<file path="src/rtl/divider_pkg.sv">
// Shared definitions for the restoring divider.
//   DIVIDEND_W_DEF / DIVISOR_W_DEF : default operand widths
//   state_t                        : controller states
//   cnt_width()                    : iteration-counter width for a dividend width
//   CNT_W                          : counter width at the default dividend width
package divider_pkg;

   localparam int DIVIDEND_W_DEF = 32;
   localparam int DIVISOR_W_DEF  = 16;

   typedef enum logic [1:0] {
      IDLE = 2'd0,
      CALC = 2'd1,
      DONE = 2'd2
   } state_t;

   function automatic int cnt_width(input int w);
      return $clog2(w) + 1;
   endfunction

   localparam int CNT_W = cnt_width(DIVIDEND_W_DEF);

endpackage

</file>
<file path="src/rtl/divider_step.sv">
// One restoring-division iteration (purely combinational).
//   rem       : current partial remainder (DIVISOR_W+1 bits)
//   dvd_bit   : next dividend bit, MSB first
//   divisor   : divisor
//   rem_next  : partial remainder after this step
//   q_bit     : quotient bit produced by this step
module divider_step #(
   parameter int DIVISOR_W = 16
) (
   input  logic [DIVISOR_W:0]   rem,
   input  logic                 dvd_bit,
   input  logic [DIVISOR_W-1:0] divisor,
   output logic [DIVISOR_W:0]   rem_next,
   output logic                 q_bit
);

   // One extra bit of headroom so the shifted value never wraps before compare.
   logic [DIVISOR_W+1:0] shifted;
   logic [DIVISOR_W+1:0] divisor_ext;

   assign shifted     = {rem, dvd_bit};
   assign divisor_ext = {2'b00, divisor};
   assign q_bit       = (shifted >= divisor_ext);
   // The restored value is always below the divisor, so it fits DIVISOR_W+1 bits.
   assign rem_next    = (DIVISOR_W+1)'(q_bit ? shifted - divisor_ext : shifted);

endmodule

</file>
<file path="src/rtl/divider.sv">
// Sequential unsigned restoring divider with valid/ready handshakes.
//   clk, reset (async, active-low)
//   in_valid / in_ready / dividend / divisor           : operand channel
//   out_valid / out_ready / quotient / remainder /
//   div_by_zero                                        : result channel
//
// state | meaning
// IDLE  | waiting for an operand pair, in_ready = 1
// CALC  | one restoring step per cycle (single cycle for a zero divisor)
// DONE  | result presented, out_valid = 1 until out_ready
module divider
   import divider_pkg::*;
#(
   parameter int DIVIDEND_W = DIVIDEND_W_DEF,
   parameter int DIVISOR_W  = DIVISOR_W_DEF
) (
   input  logic                  clk,
   input  logic                  reset,
   input  logic                  in_valid,
   output logic                  in_ready,
   input  logic [DIVIDEND_W-1:0] dividend,
   input  logic [DIVISOR_W-1:0]  divisor,
   output logic                  out_valid,
   input  logic                  out_ready,
   output logic [DIVIDEND_W-1:0] quotient,
   output logic [DIVISOR_W-1:0]  remainder,
   output logic                  div_by_zero
);

   localparam int CW = cnt_width(DIVIDEND_W);

   state_t                state, state_next;
   logic [DIVIDEND_W-1:0] dvd_q;    // dividend bits shift out the top, quotient bits in the bottom
   logic [DIVISOR_W-1:0]  dvs_q;
   logic [DIVISOR_W:0]    rem_q;
   logic [CW-1:0]         cnt_q;
   logic [DIVISOR_W:0]    rem_next;
   logic                  q_bit;
   logic                  dvs_zero;
   logic                  last_step;

   divider_step #(.DIVISOR_W(DIVISOR_W)) u_step (
      .rem      (rem_q),
      .dvd_bit  (dvd_q[DIVIDEND_W-1]),
      .divisor  (dvs_q),
      .rem_next (rem_next),
      .q_bit    (q_bit)
   );

   assign dvs_zero  = (dvs_q == '0);
   // A zero divisor spends one CALC cycle so out_valid rises on the first edge after accept.
   assign last_step = dvs_zero || (cnt_q == CW'(DIVIDEND_W - 1));

   always_ff @(posedge clk or negedge reset) begin
      if (!reset) state <= IDLE;
      else        state <= state_next;
   end

   always_comb begin
      state_next = state;
      case (state)
         IDLE:    if (in_valid)  state_next = CALC;
         CALC:    if (last_step) state_next = DONE;
         DONE:    if (out_ready) state_next = IDLE;
         default:                state_next = IDLE;
      endcase
   end

   always_comb begin
      in_ready  = (state == IDLE);
      out_valid = (state == DONE);
   end

   always_ff @(posedge clk or negedge reset) begin
      if (!reset) begin
         dvd_q       <= '0;
         dvs_q       <= '0;
         rem_q       <= '0;
         cnt_q       <= '0;
         quotient    <= '0;
         remainder   <= '0;
         div_by_zero <= 1'b0;
      end else begin
         case (state)
            IDLE: begin
               if (in_valid) begin
                  dvd_q <= dividend;
                  dvs_q <= divisor;
                  rem_q <= '0;
                  cnt_q <= '0;
               end
            end
            CALC: begin
               if (dvs_zero) begin
                  quotient    <= '1;
                  remainder   <= dvd_q[DIVISOR_W-1:0];
                  div_by_zero <= 1'b1;
               end else begin
                  rem_q <= rem_next;
                  dvd_q <= {dvd_q[DIVIDEND_W-2:0], q_bit};
                  cnt_q <= cnt_q + 1'b1;
                  if (last_step) begin
                     quotient    <= {dvd_q[DIVIDEND_W-2:0], q_bit};
                     remainder   <= rem_next[DIVISOR_W-1:0];
                     div_by_zero <= 1'b0;
                  end
               end
            end
            default: ;
         endcase
      end
   end

endmodule
</file>
<file path="config.mk">
export PLATFORM = sky130hd
export DESIGN_NAME = divider
export DESIGN_NICKNAME = d
export VERILOG_FILES = /design/src/rtl/divider_pkg.sv /design/src/rtl/divider_step.sv /design/src/rtl/divider.sv
export SDC_FILE = /design/constraint.sdc
export NUM_CORES = 1
export LEC_CHECK = 0
export CORE_UTILIZATION = 30
export DETAILED_ROUTE_END_ITERATION = 12
export DONT_BUFFER_PORTS = 1
export GPL_TIMING_DRIVEN = 0
export PLACE_DENSITY = 0.54
export SLEW_MARGIN = 20
export SYNTH_ARGS = -nofsm -noshare
export SYNTH_HDL_FRONTEND = slang
export SYNTH_HIERARCHICAL = 1
export SYNTH_SLANG_ARGS = --single-unit
</file>
<file path="constraint.sdc">
create_clock -name clk -period 2.73 [get_ports clk]
set_clock_uncertainty 0.2 [all_clocks]
set_input_delay 0.546 -clock clk [delete_from_list [all_inputs] [get_ports clk]]
set_output_delay 0.546 -clock clk [all_outputs]
set_load 0.1 [all_outputs]
</file>
Word level (Yosys, flattened, before mapping)
Cells that the tools add are included.
- multipliers: 0
- bitwise logic cells: 0
- eq/ne operators: 7
- shift-type cells: 0
- reductions and logical operators: 9
- add/subtract/negate cells: 2
- div/mod/pow operators: 0
- order comparisons: 1
- mux-type cells: 20
- operators by type and width (kind ; number):
    32-bit 2-to-1 mux ; 4
    32-bit one-hot mux with 2 select lines ; 1
    17-bit 2-to-1 mux ; 3
    17-bit one-hot mux with 2 select lines ; 1
    16-bit 2-to-1 mux ; 2
    18-bit by 16-bit greater-or-equal comparator with 1-bit output ; 1
    17-bit by 16-bit subtractor with 17-bit output ; 1
    16-bit zero test ; 1
    6-bit 2-to-1 mux ; 2
    6-bit one-hot mux with 2 select lines ; 1
    6-bit by 1-bit adder with 6-bit output, second input constant ; 1
    6-bit by 5-bit equality test with 1-bit output, second input constant ; 1
    2-bit 2-to-1 mux ; 3
    2-bit != test, second input constant ; 3
    2-bit one-hot mux with 3 select lines ; 1
    3-bit AND reduction ; 2
    2-bit AND reduction ; 2
    2-bit nonzero test ; 2
    2-bit by 1-bit equality test with 1-bit output, second input constant ; 1
    2-bit equality test, second input constant ; 1
    2-bit zero test ; 1
    1-bit 2-to-1 mux ; 2
    2-bit by 1-bit != test with 1-bit output, second input constant ; 1
    1-bit logical OR ; 1
- memories kept: 0
- word-level logic and storage cells: 47
- bits in latches: 0
- memory bits (writable): 0
- input port bits: 52
- output and inout bits: 51
- bits in registers: 122
- ROM bits: 0

Logic depth before layout (Yosys ltp)
Gate-level depths: netlist of run 1.
- depth in word-level cells: 4
- depth in mapped cells: 13
- gate-level depth less buffers: 12

Modules after synthesis
Netlist of run 1, hierarchy kept.
- by module, submodules not included (module ; area each (um^2) ; times used ; sequential area each (um^2) ; cells each):
    divider ; 5343.9 ; 1 ; 3052.9 ; 518
    divider_step ; 1068.5 ; 1 ; 0.0 ; 159

Worst setup path before layout of run 1
No wires, ideal clock.
- path kind: reg2reg
- from: register state[0]
- to: register dvd_q[10]
- buffers on the path: 1
- setup time: 119 ps
- cell stages (with the launch flop): 6
- clock period less this slack: 3015 ps
- arrival: 2697 ps
- required time: 2411 ps
- path slack: -285 ps
- cells stage by stage: dfrtp_1 -> nor2_1 -> nand2_1 -> clkbuf_1 -> o22a_1 -> o21a_1
- cells in the longest elaborated chain, start to end: 3
- elaborated cells between the ends (all ways): 7
- those cells by class: eq/ne: 3; mux: 1; reduce/logical: 3
- RTL lines (element ; line ; text):
    start: declaration ; divider.sv:32 ; state_t state, state_next;
    start signal: assignment ; divider.sv:56 ; else state <= state_next;
    2-bit zero test * ; -- ;
    via in_ready ; divider.sv:20 ; output logic in_ready,
    2-bit != test (no source line) / 2-bit nonzero test (equally long branches) ; -- ;
    3-bit AND reduction (no source line) ; -- ;
    end signal: assignment ; divider.sv:87 ; dvd_q <= dividend;
    end signal: assignment ; divider.sv:100 ; dvd_q <= {dvd_q[DIVIDEND_W-2:0], q_bit};
    end: declaration ; divider.sv:33 ; logic [DIVIDEND_W-1:0] dvd_q;
Mark *: on every way through the listed nets, which the timed path passes. The rest lies on a longest branch.
A chain may end at the register's enable or synchronous reset.

Final worst setup path of run 1
- from: register dvd_q[31]
- to: register remainder[13]
- cells in the longest elaborated chain, start to end: 4
- elaborated cells between the ends (all ways): 5
- those cells by class: add/sub: 1; order compare: 1; mux: 3
- RTL lines (element ; line ; text):
    17-bit by 16-bit subtractor with 17-bit output / 18-bit by 16-bit greater-or-equal comparator with 1-bit output (equally long branches) ; divider_step.sv:25, divider_step.sv:23 ;
    17-bit 2-to-1 mux * ; divider_step.sv:25 ; assign rem_next = (DIVISOR_W+1)'(q_bit ? shifted - divisor_ext : shifted);
    via rem_next[13] ; divider.sv:37 ; logic [DIVISOR_W:0] rem_next;
    16-bit 2-to-1 mux * ; divider.sv:102 ; if (last_step) begin
    16-bit 2-to-1 mux * ; divider.sv:94 ; if (dvs_zero) begin
    end signal: assignment ; divider.sv:96 ; remainder <= dvd_q[DIVISOR_W-1:0];
    end signal: assignment ; divider.sv:104 ; remainder <= rem_next[DIVISOR_W-1:0];
    end: declaration ; divider.sv:26 ; output logic [DIVISOR_W-1:0] remainder,
Mark *: on every way through the listed nets, which the timed path passes. The rest lies on a longest branch. The select of a mux whose other input is x is not followed.

==> metrics.md, run 1 <==
| Metric | Value |
|---|---|
| WHS | `-0.383 ns` |
| Layout area overhead | `18.4%` |
| Post-Syn Area | `6410 um^2` |
| Yosys reg bits | `122` |
| DRC Markers | `0` |
| Final setup fails | `35` |
| Synth top area cells | `dfrtp_1 (48%), nand2_1 (7.9%), nand3_1 (6.9%)` |
| Drt first pass iters | `5` |
| CTS tree | `yes` |
| Final worst setup slack | `-0.279 ns` |
| Fraction of layout cells with a size suffix above 1 | `16.5%` |
| Worst-path maximum fanout | `6` |
| First-pass GRT wire length | `28.4 mm` |
| Max Cap Viol | `0` |
| Core Region | `21000 um^2` |
| Mean area per synthesized cell | `9.47 um^2` |
| DR iter-0 viols | `292` |
| Final slew viol count | `0` |
| Die span in x | `148 um` |
| Root buf cell | `clkbuf_16` |
| Die height | `148 um` |
| Maximum root-to-sink buffer count | `2` |
| Wire per inst | `18.2 um` |
| Dominant cell type by area after synthesis | `dfrtp_1` |
| Fin crit period | `3.01 ns` |
| Final Cycle Share | `110%` |
| Gr usage total | `17.0%` |
| CP Data Required Time | `2.82 ns` |
| Post-synth top area share | `47.6%` |
| Clock slew seen by the registers of the worst setup and hold paths | `0.06 ns` |
| Setup TNS | `-6.16 ns` |
| Final HPWL DP | `12.6 mm` |
| Antenna violations before repair | `0` |
| Nets | `775` |
| Status | `complete, but fails checks` |
| Routability congestion estimate | `0.809` |
| Via density | `5.10` |
| Crit path DAT | `3.10 ns` |
| Clock Sinks | `122` |
| Number of I/O port buffers | `0` |
| # H-tree levels | `4` |
| Final Hold Fails | `122` |
| Vias | `5064` |
| Synth Warn # | `6` |
| Setup CP Type | `flip-flop to flip-flop` |
| Cell Rows | `53` |
| Pin count of the biggest net entering global routing | `123` |
| Startpoint Class | `flip-flop` |
| Commonest non-fill, non-tap cell in the layout | `nand2_1` |
| Achievable Freq | `332 MHz` |
| Slew headroom | `32.7%` |
| Sequential area share after synthesis | `47.6%` |
| Synth Net Count | `747` |
| Skew-Pair Late Insertion Delay | `0.42 ns` |
| Distinct cells, synth | `46` |
| Critical Path Sink Type | `flip-flop` |
| Slew @ Worst Pin | `1.01 ns` |
| Grt total ovfl | `0` |
| TritonCTS Buffers | `17` |
| WL final | `18.0 mm` |
| Most frequent cells in the layout | `nand2_1 (134), dfrtp_1 (122), nand3_1 (88)` |
| Die footprint | `22000 um^2` |
| Post-synthesis instance total | `677` |
| Hold Path Class | `input port to async pin` |
| Number of global-route vias before repair | `5071` |
| IO Pins | `103` |
| Antenna Diode Count | `0` |
| Initial Util | `30.5%` |
| RSZ-0062 raised after global routing | `yes` |
| Antenna Violating Nets Remaining | `0` |
| Violated checks | `negative hold slack, negative setup slack` |
## metal layers
layer | up-vias | GRT usage, % | wire length, um
met5 | - | 0 | 0
met3 | 14 | 6.93 | 1330
met1 | 2468 | 21.8 | 8090
met4 | 0 | 3.76 | 155
li1 | 2478 | - | -
met2 | 104 | 26.7 | 8470
## timing repair
item | 4_1_cts | 5_1_grt
cloned | 2 | 0
pin swaps | 4 | 4
endpoints found under the setup margin | 89 | 35
endpoints found under the hold margin | 122 | 122
gates resized for setup | 29 | 13
buffers inserted | 8 | 1
## synthesized netlist by cell type, drive strengths merged
library cell	count
o211ai	3
a221o	1
fa	1
and3	4
nand2b	5
o31ai	1
xnor2	5
xor2	7
nor3	5
inv	24
nor4	4
o41a	1
buf	24
o21bai	1
o22ai	1
mux2	24
a31oi	1
o31a	1
mux2i	3
o22a	32
a21o	3
nor2b	3
o2bb2ai	1
a41oi	1
a211oi	6
o32ai	1
a21oi	17
nor2	22
o21ai	15
a22oi	1
and4	1
nand2	135
a41o	2
nand4	37
nand3	89
ha	17
dfrtp	122
clkbuf	22
o21a	34
## registers in the layout, summed over array words and instances (netlist names)
signal       flops
dvs_q           16
cnt_q            6
div_by_zero      1
state            2
remainder       16
rem_q           17
quotient        32
dvd_q           32
## worst paths after layout
kind / from / to / slack (ns) / depth (start not counted)
setup / recovery: dvd_q[31]$_DFFE_PN0P_ / remainder[13]$_DFFE_PN0P_ / -0.28 / 13
hold / removal: reset / dvd_q[24]$_DFFE_PN0P_ / -0.38 / 0
setup reg to reg: dvd_q[31]$_DFFE_PN0P_ / remainder[13]$_DFFE_PN0P_ / -0.28 / 13
hold reg to reg: dvd_q[22]$_DFFE_PN0P_ / dvd_q[22]$_DFFE_PN0P_ / 0.32 / 1
max in group asynchronous: reset / remainder[6]$_DFFE_PN0P_ / 2.49 / 0
min in group clk: out_ready / state[1]$_DFFE_PN0P_ / 0.03 / 1
## through the flow
step | cell area [um^2] | hold slack (ns) | utilization [%] | setup slack (ns) | std cells
after floorplan | 6420 | 0.0504 | - | -0.0564 | 677
after global placement | 6760 | 0.0545 | 32.2 | -0.436 | 952
after detailed placement | 6760 | 0.0536 | 32.2 | -0.431 | 952
after CTS | 7570 | -0.403 | 36.0 | -0.277 | 993
after global routing | 7590 | -0.410 | 36.1 | -0.383 | 992
final | 7590 | -0.383 | 36.1 | -0.279 | 992
## critical path, cell delays in order (launching register included)
cell	delay (ns)
dfrtp_1	0.40
inv_1	0.07
ha_2	0.18
inv_2	0.04
fa_2	0.34
a21o_1	0.19
a221o_2	0.40
o211ai_2	0.20
nand3_4	0.15
buf_6	0.19
buf_16	0.14
a41o_1	0.22
nand4_1	0.08
nand4_1	0.09
## layout make-up
cell class / instances / area, um^2
plain buffers: 45 / 259
clock buffers: 17 / 425
inverters: 24 / 90.1
multi-input cells: 485 / 3170
fillers: 2136 / 13400
flip-flops and latches: 122 / 3050
clock inverters: 14 / 148
repair buffers: 10 / 103
well taps: 275 / 344
## logic make-up (layout without fill, tap and decap cells)
logic type | count (synthesis) | count (layout) | share of synthesized area [%]
flip-flops | 122 | 122 | 47.6
XOR/XNOR | 12 | 12 | 1.64
buffers and inverters | 70 | 110 | 5.21
multiplexers | 27 | 27 | 4.80
AND/OR/NAND/NOR | 305 | 305 | 23.0
AO/OA/AOI/OAI | 123 | 123 | 14.1
adder cells (fa/ha/maj) | 18 | 18 | 3.63
Power of run 1 is left out: the tool's default activity adds up to more than one toggle a clock period on the data nets, which glitch-free logic cannot reach.
==> run 2, diff against run 1 <==
- PLACE_DENSITY: 0.54 -> not set
- SKIP_LAST_GASP: not set -> 1
- TNS_END_PERCENT: not set -> 10
==> run 2 against run 1 <==
  * The run still ends with negative hold slack, negative setup slack left
  * Sequential share of layout area increased by 0.69 points
  * Setup slack improved by 0.046 ns
  * First-iteration DRC count increased by 4.1%
  * Worst hold slack improved by 0.0025 ns
  * Clock-buffer cell count unchanged
  * Critical path type unchanged
  * Critical endpoint is now remainder[14]$_DFFE_PN0P_
==> metrics.md, run 2 (synthesis results as in run 1) <==
| Metric | Value |
|---|---|
| Die height | `148 um (unchanged)` |
| Number of I/O port buffers | `0 (unchanged)` |
| # H-tree levels | `4 (unchanged)` |
| TritonCTS Buffers | `17 (unchanged)` |
| Violated checks | `negative hold slack, negative setup slack` |
| Clock slew seen by the registers of the worst setup and hold paths | `0.06 ns (about the same)` |
| Fin crit period | `2.96 ns (-0.0456 ns)` |
| Most frequent cells in the layout | `nand2_1 (135), dfrtp_1 (122), nand3_1 (88)` |
| Vias | `5139 (+1.5%)` |
| Maximum root-to-sink buffer count | `2 (unchanged)` |
| Setup CP Type | `flip-flop to flip-flop` |
| Slew headroom | `29.5% (-3.3 points)` |
| Top flop regs | `dvd_q: 32 flops, quotient: 32 flops, rem_q: 17 flops` |
| Core Region | `21000 um^2 (unchanged)` |
| Clock Sinks | `122 (unchanged)` |
| Crit path DAT | `3.06 ns (-0.04 ns)` |
| DR iter-0 viols | `304 (+4.1%)` |
| Initial Util | `30.5% (unchanged)` |
| Final Cycle Share | `109% (-1.7 points)` |
| DRC Markers | `0 (unchanged)` |
| Final Hold Fails | `122 (unchanged)` |
| Final slew viol count | `0 (unchanged)` |
| Routability congestion estimate | `0.822 (+1.6%)` |
| Antenna violations before repair | `0 (unchanged)` |
| Commonest non-fill, non-tap cell in the layout | `nand2_1` |
| Critical Path Sink Type | `flip-flop` |
| First-pass GRT wire length | `28.0 mm (-1.6%)` |
| Nets | `774 (-0.13%)` |
| Pin count of the biggest net entering global routing | `123 (unchanged)` |
| Slew @ Worst Pin | `1.06 ns (+0.0489 ns)` |
| Wire per inst | `17.8 um (-1.9%)` |
| WHS | `-0.381 ns (+0.00250 ns)` |
| Layout area overhead | `16.4%` |
| Final worst setup slack | `-0.234 ns (+0.0456 ns)` |
| Via density | `5.18 (+1.5%)` |
| CTS tree | `yes` |
| Grt total ovfl | `0 (unchanged)` |
| Achievable Freq | `337 MHz (+1.5%)` |
| Die footprint | `22000 um^2 (unchanged)` |
| Startpoint Class | `flip-flop` |
| Hold Path Class | `input port to async pin` |
| WL final | `17.7 mm (-1.9%)` |
| Final HPWL DP | `12.6 mm (-0.11%)` |
| Root buf cell | `clkbuf_16` |
| CP Data Required Time | `2.82 ns (about the same)` |
| RSZ-0062 raised after global routing | `yes` |
| IO Pins | `103 (unchanged)` |
| Fraction of layout cells with a size suffix above 1 | `15.3% (-1.1 points)` |
| Antenna Diode Count | `0 (unchanged)` |
| Drt first pass iters | `5 (unchanged)` |
| Antenna Violating Nets Remaining | `0 (unchanged)` |
| Max Cap Viol | `0 (unchanged)` |
| Number of global-route vias before repair | `5054 (-0.34%)` |
| Status | `complete, but fails checks` |
| Worst-path maximum fanout | `5 (-1)` |
| Cell Rows | `53 (unchanged)` |
| Final setup fails | `32 (-8.6%)` |
| Gr usage total | `16.6% (-0.46 points)` |
| Die span in x | `148 um (unchanged)` |
| Skew-Pair Late Insertion Delay | `0.42 ns (about the same)` |
| Setup WS pre-CTS | `-0.415 ns (+0.0160 ns)` |
[run 2: worst max-delay path, stage by stage (launching register included)]
cell	delay, ns
dfrtp_1	0.40
inv_1	0.07
ha_1	0.14
inv_1	0.05
fa_2	0.35
a21o_1	0.19
a221o_1	0.34
o211ai_2	0.20
nand3_4	0.14
buf_8	0.18
buf_12	0.12
mux2_4	0.30
nand4_1	0.08
nand4_1	0.09
[run 2: metal layers]
metal / routed length, um / vias to the layer above / GRT usage (%)
met5: 0 / - / 0
met4: 284 / 0 / 5.57
met3: 1320 / 22 / 5.61
met2: 8190 / 129 / 25.4
met1: 7910 / 2516 / 21.7
li1: - / 2472 / -
[run 2: what timing repair did]
| action | in CTS | in global routing |
|---|---|---|
| pin swaps | 6 | 4 |
| hold endpoints to repair | 122 | 122 |
| resized for setup | 19 | 1 |
| buffers inserted | 8 | 2 |
| endpoints found under the setup margin | 89 | 35 |
| cloned | 0 | 0 |
[run 2: stage by stage]
stage	TNS (ns)	util [%]	std cells	cell area [um^2]	hold WS, ns
after floorplan	-0.189	-	677	6410	0.0504
after detailed placement	-20.71	32.2	952	6760	0.0534
after global placement	-19.70	32.2	952	6760	0.0542
final	-3.17	35.5	992	7470	-0.381
after global routing	-7.59	35.5	992	7470	-0.402
after CTS	-4.93	35.5	992	7450	-0.410
[run 2: layout make-up]
type | count | area (um^2)
flip-flops and latches | 122 | 3050
fillers | 2136 | 13600
multi-input cells | 485 | 3090
plain buffers | 44 | 243
repair buffers | 10 | 91.3
clock inverters | 15 | 129
inverters | 24 | 90.1
well taps | 275 | 344
clock buffers | 17 | 425
[run 2: final timing paths]
check | slack (ns) | end | startpoint | cells past startpoint
max in group asynchronous | 2.55 | dvs_q[14]$_DFFE_PN0P_ | reset | 0
min in group clk | 0.03 | state[1]$_DFFE_PN0P_ | out_ready | 1
worst min register to register | 0.32 | cnt_q[0]$_DFFE_PN0P_ | cnt_q[0]$_DFFE_PN0P_ | 1
worst min-delay path | -0.38 | dvd_q[17]$_DFFE_PN0P_ | reset | 0
worst max-delay path | -0.23 | remainder[14]$_DFFE_PN0P_ | dvd_q[31]$_DFFE_PN0P_ | 13
worst max register to register | -0.23 | remainder[14]$_DFFE_PN0P_ | dvd_q[31]$_DFFE_PN0P_ | 13
Power of run 2 is left out for the same reason.
==> run 3, diff against run 2 <==
- CTS_CLUSTER_SIZE: not set -> 28
- MAX_ROUTING_LAYER: not set -> met4
==> run 3 against run 2 <==
  * The flow still finishes with violations (negative hold slack, negative setup slack)
  * Global-route usage rose by 0.48 points
  * Register-to-register slack worse by 0.03 ns
  * Critical endpoint unchanged
  * Final cell count is the same
  * Fmax decreased by 0.97%
  * Utilization unchanged
  * Clock-buffer cell count unchanged
  * Flip-flop and latch count did not move
  * Sequential share of layout area did not move
  * Critical path depth unchanged
  * Cell area unchanged
  * Via count hardly changed
  * Largest cell class unchanged
  * Setup slack got worse by 0.029 ns
==> metrics.md, run 3 (synthesis results as in run 1) <==
| Metric | Value |
|---|---|
| Core Region | `21000 um^2 (unchanged)` |
| Setup CP Type | `flip-flop to flip-flop` |
| CP Data Required Time | `2.82 ns (about the same)` |
| Setup WS pre-CTS | `-0.415 ns (unchanged)` |
| Antenna violations before repair | `0 (unchanged)` |
| Grt total ovfl | `0 (unchanged)` |
| Fraction of layout cells with a size suffix above 1 | `15.3% (unchanged)` |
| Nets | `774 (unchanged)` |
| Top flop regs | `dvd_q: 32 flops, quotient: 32 flops, rem_q: 17 flops` |
| Layout area overhead | `16.4% (unchanged)` |
| Worst-path maximum fanout | `4 (-1)` |
| Routability congestion estimate | `0.834 (+1.5%)` |
| TritonCTS Buffers | `17 (unchanged)` |
| WL final | `17.7 mm (about the same)` |
| Antenna Diode Count | `0 (unchanged)` |
| Hold Path Class | `input port to async pin` |
| Multi-input combinational cell area | `3090 um^2 (unchanged)` |
| WHS | `-0.381 ns (-0.000194 ns)` |
| Root buf cell | `clkbuf_16` |
| # H-tree levels | `4 (unchanged)` |
| CTS tree | `yes` |
| Skew-Pair Late Insertion Delay | `0.42 ns (about the same)` |
| Worst reg2reg startpoint | `dvd_q[31]$_DFFE_PN0P_` |
| Final slew viol count | `0 (unchanged)` |
| FF-to-FF setup slack | `-0.26 ns (-0.03 ns)` |
| Number of I/O port buffers | `0 (unchanged)` |
| Via density | `5.18 (about the same)` |
| Final Hold Fails | `122 (unchanged)` |
| Clock Sinks | `122 (unchanged)` |
| Final HPWL DP | `12.6 mm (unchanged)` |
| Crit path DAT | `3.08 ns (+0.02 ns)` |
| Maximum root-to-sink buffer count | `2 (unchanged)` |
| Slew headroom | `30.8% (+1.3 points)` |
| Initial Util | `30.5% (unchanged)` |
| Violated checks | `negative hold slack, negative setup slack` |
| Critical Path Sink Type | `flip-flop` |
| IO Pins | `103 (unchanged)` |
| Worst R2R End | `remainder[14]$_DFFE_PN0P_` |
| Final Cycle Share | `110% (+1.1 points)` |
| Drt first pass iters | `5 (unchanged)` |
| Gr usage total | `17.0% (+0.48 points)` |
| Antenna Violating Nets Remaining | `0 (unchanged)` |
| Die footprint | `22000 um^2 (unchanged)` |
| First-pass GRT wire length | `27.9 mm (-0.32%)` |
| Startpoint Class | `flip-flop` |
| Vias | `5136 (-0.058%)` |
| Final worst setup slack | `-0.263 ns (-0.0289 ns)` |
| Clock slew seen by the registers of the worst setup and hold paths | `0.06 ns (about the same)` |
| Achievable Freq | `334 MHz (-0.97%)` |
| Most frequent cells in the layout | `nand2_1 (135), dfrtp_1 (122), nand3_1 (88)` |
| Cell Count, Final, Fillers Out | `992 (unchanged)` |
| RSZ-0062 raised after global routing | `yes` |
| DR iter-0 viols | `296 (-2.6%)` |
| Die span in x | `148 um (unchanged)` |
| FF/Latch Area | `3050 um^2 (unchanged)` |
| Fin crit period | `2.99 ns (+0.0289 ns)` |
| R2R cell count | `13 (unchanged)` |
| Final setup fails | `33 (+3.1%)` |
| Slew @ Worst Pin | `1.04 ns (-0.0198 ns)` |
| Cell Rows | `53 (unchanged)` |
| Placed Instances | `952 (unchanged)` |
| Max Cap Viol | `0 (unchanged)` |
| DRC Markers | `0 (unchanged)` |
| Pin count of the biggest net entering global routing | `123 (unchanged)` |
| Number of global-route vias before repair | `5083 (+0.57%)` |
| Commonest non-fill, non-tap cell in the layout | `nand2_1` |
| # fillers | `2136 (unchanged)` |
| Status | `complete, but fails checks` |
| Die height | `148 um (unchanged)` |
| Wire per inst | `17.9 um (about the same)` |
[run 3: worst max-delay path, stage by stage, from the launching register on]
cell and delay (ns):
dfrtp_1 0.40, inv_1 0.07, ha_1 0.14, inv_1 0.05, fa_2 0.35, a21o_1 0.19
a221o_1 0.35, buf_4 0.18, a21oi_4 0.17, o21ai_0 0.14, xor2_1 0.17, mux2_4 0.29
nand4_1 0.08, nand4_1 0.09
[run 3: through the flow]
step	hold slack (ns)	area [um^2]	setup TNS [ns]	utilization (%)
2_1_floorplan	0.0504	6410	-0.189	-
3_3_place_gp	0.0542	6760	-19.70	32.2
3_5_place_dp	0.0534	6760	-20.71	32.2
4_1_cts	-0.410	7450	-4.93	35.5
5_1_grt	-0.401	7470	-7.60	35.5
6_report	-0.381	7470	-3.52	35.5
[run 3: area by class of cell]
cell class | count | area share (%)
Multi-Input combinational cell | 485 | 41.4
Sequential cell | 122 | 40.9
Clock buffer | 17 | 5.70
Tap cell | 275 | 4.61
Buffer | 44 | 3.25
Clock inverter | 15 | 1.73
Timing Repair Buffer | 10 | 1.22
Inverter | 24 | 1.21
[run 3: how the worst max path moves through the flow]
| stage | startpoint | cells after the start | to |
|---|---|---|---|
| 3_5_place_dp | dvd_q[31]$_DFFE_PN0P_ | 12 | remainder[9]$_DFFE_PN0P_ |
| 5_1_grt | dvd_q[31]$_DFFE_PN0P_ | 13 | remainder[14]$_DFFE_PN0P_ |
| 4_1_cts | dvd_q[31]$_DFFE_PN0P_ | 13 | remainder[14]$_DFFE_PN0P_ |
| 2_1_floorplan | dvd_q[31]$_DFFE_PN0P_ | 12 | remainder[14]$_DFFE_PN0P_ |
| 3_3_place_gp | dvd_q[31]$_DFFE_PN0P_ | 12 | remainder[5]$_DFFE_PN0P_ |
| 6_report | dvd_q[31]$_DFFE_PN0P_ | 13 | remainder[14]$_DFFE_PN0P_ |
[run 3: what timing repair did]
action | 4_1_cts | 5_1_grt
hold endpoints to repair | 122 | 122
setup buffers | 8 | 2
gates resized for setup | 19 | 1
pin swaps | 6 | 4
setup endpoints to repair | 89 | 35
[run 3: layer usage]
metal  vias to the layer above  global-route usage, %  wire length [um]
met3                        22                   5.21              1180
li1                       2468                      -                 -
met2                       126                   25.3              8190
met1                      2520                   22.0              8070
met5                         -                      -                 0
met4                         0                   5.57               278
Power of run 3 is left out for the same reason.
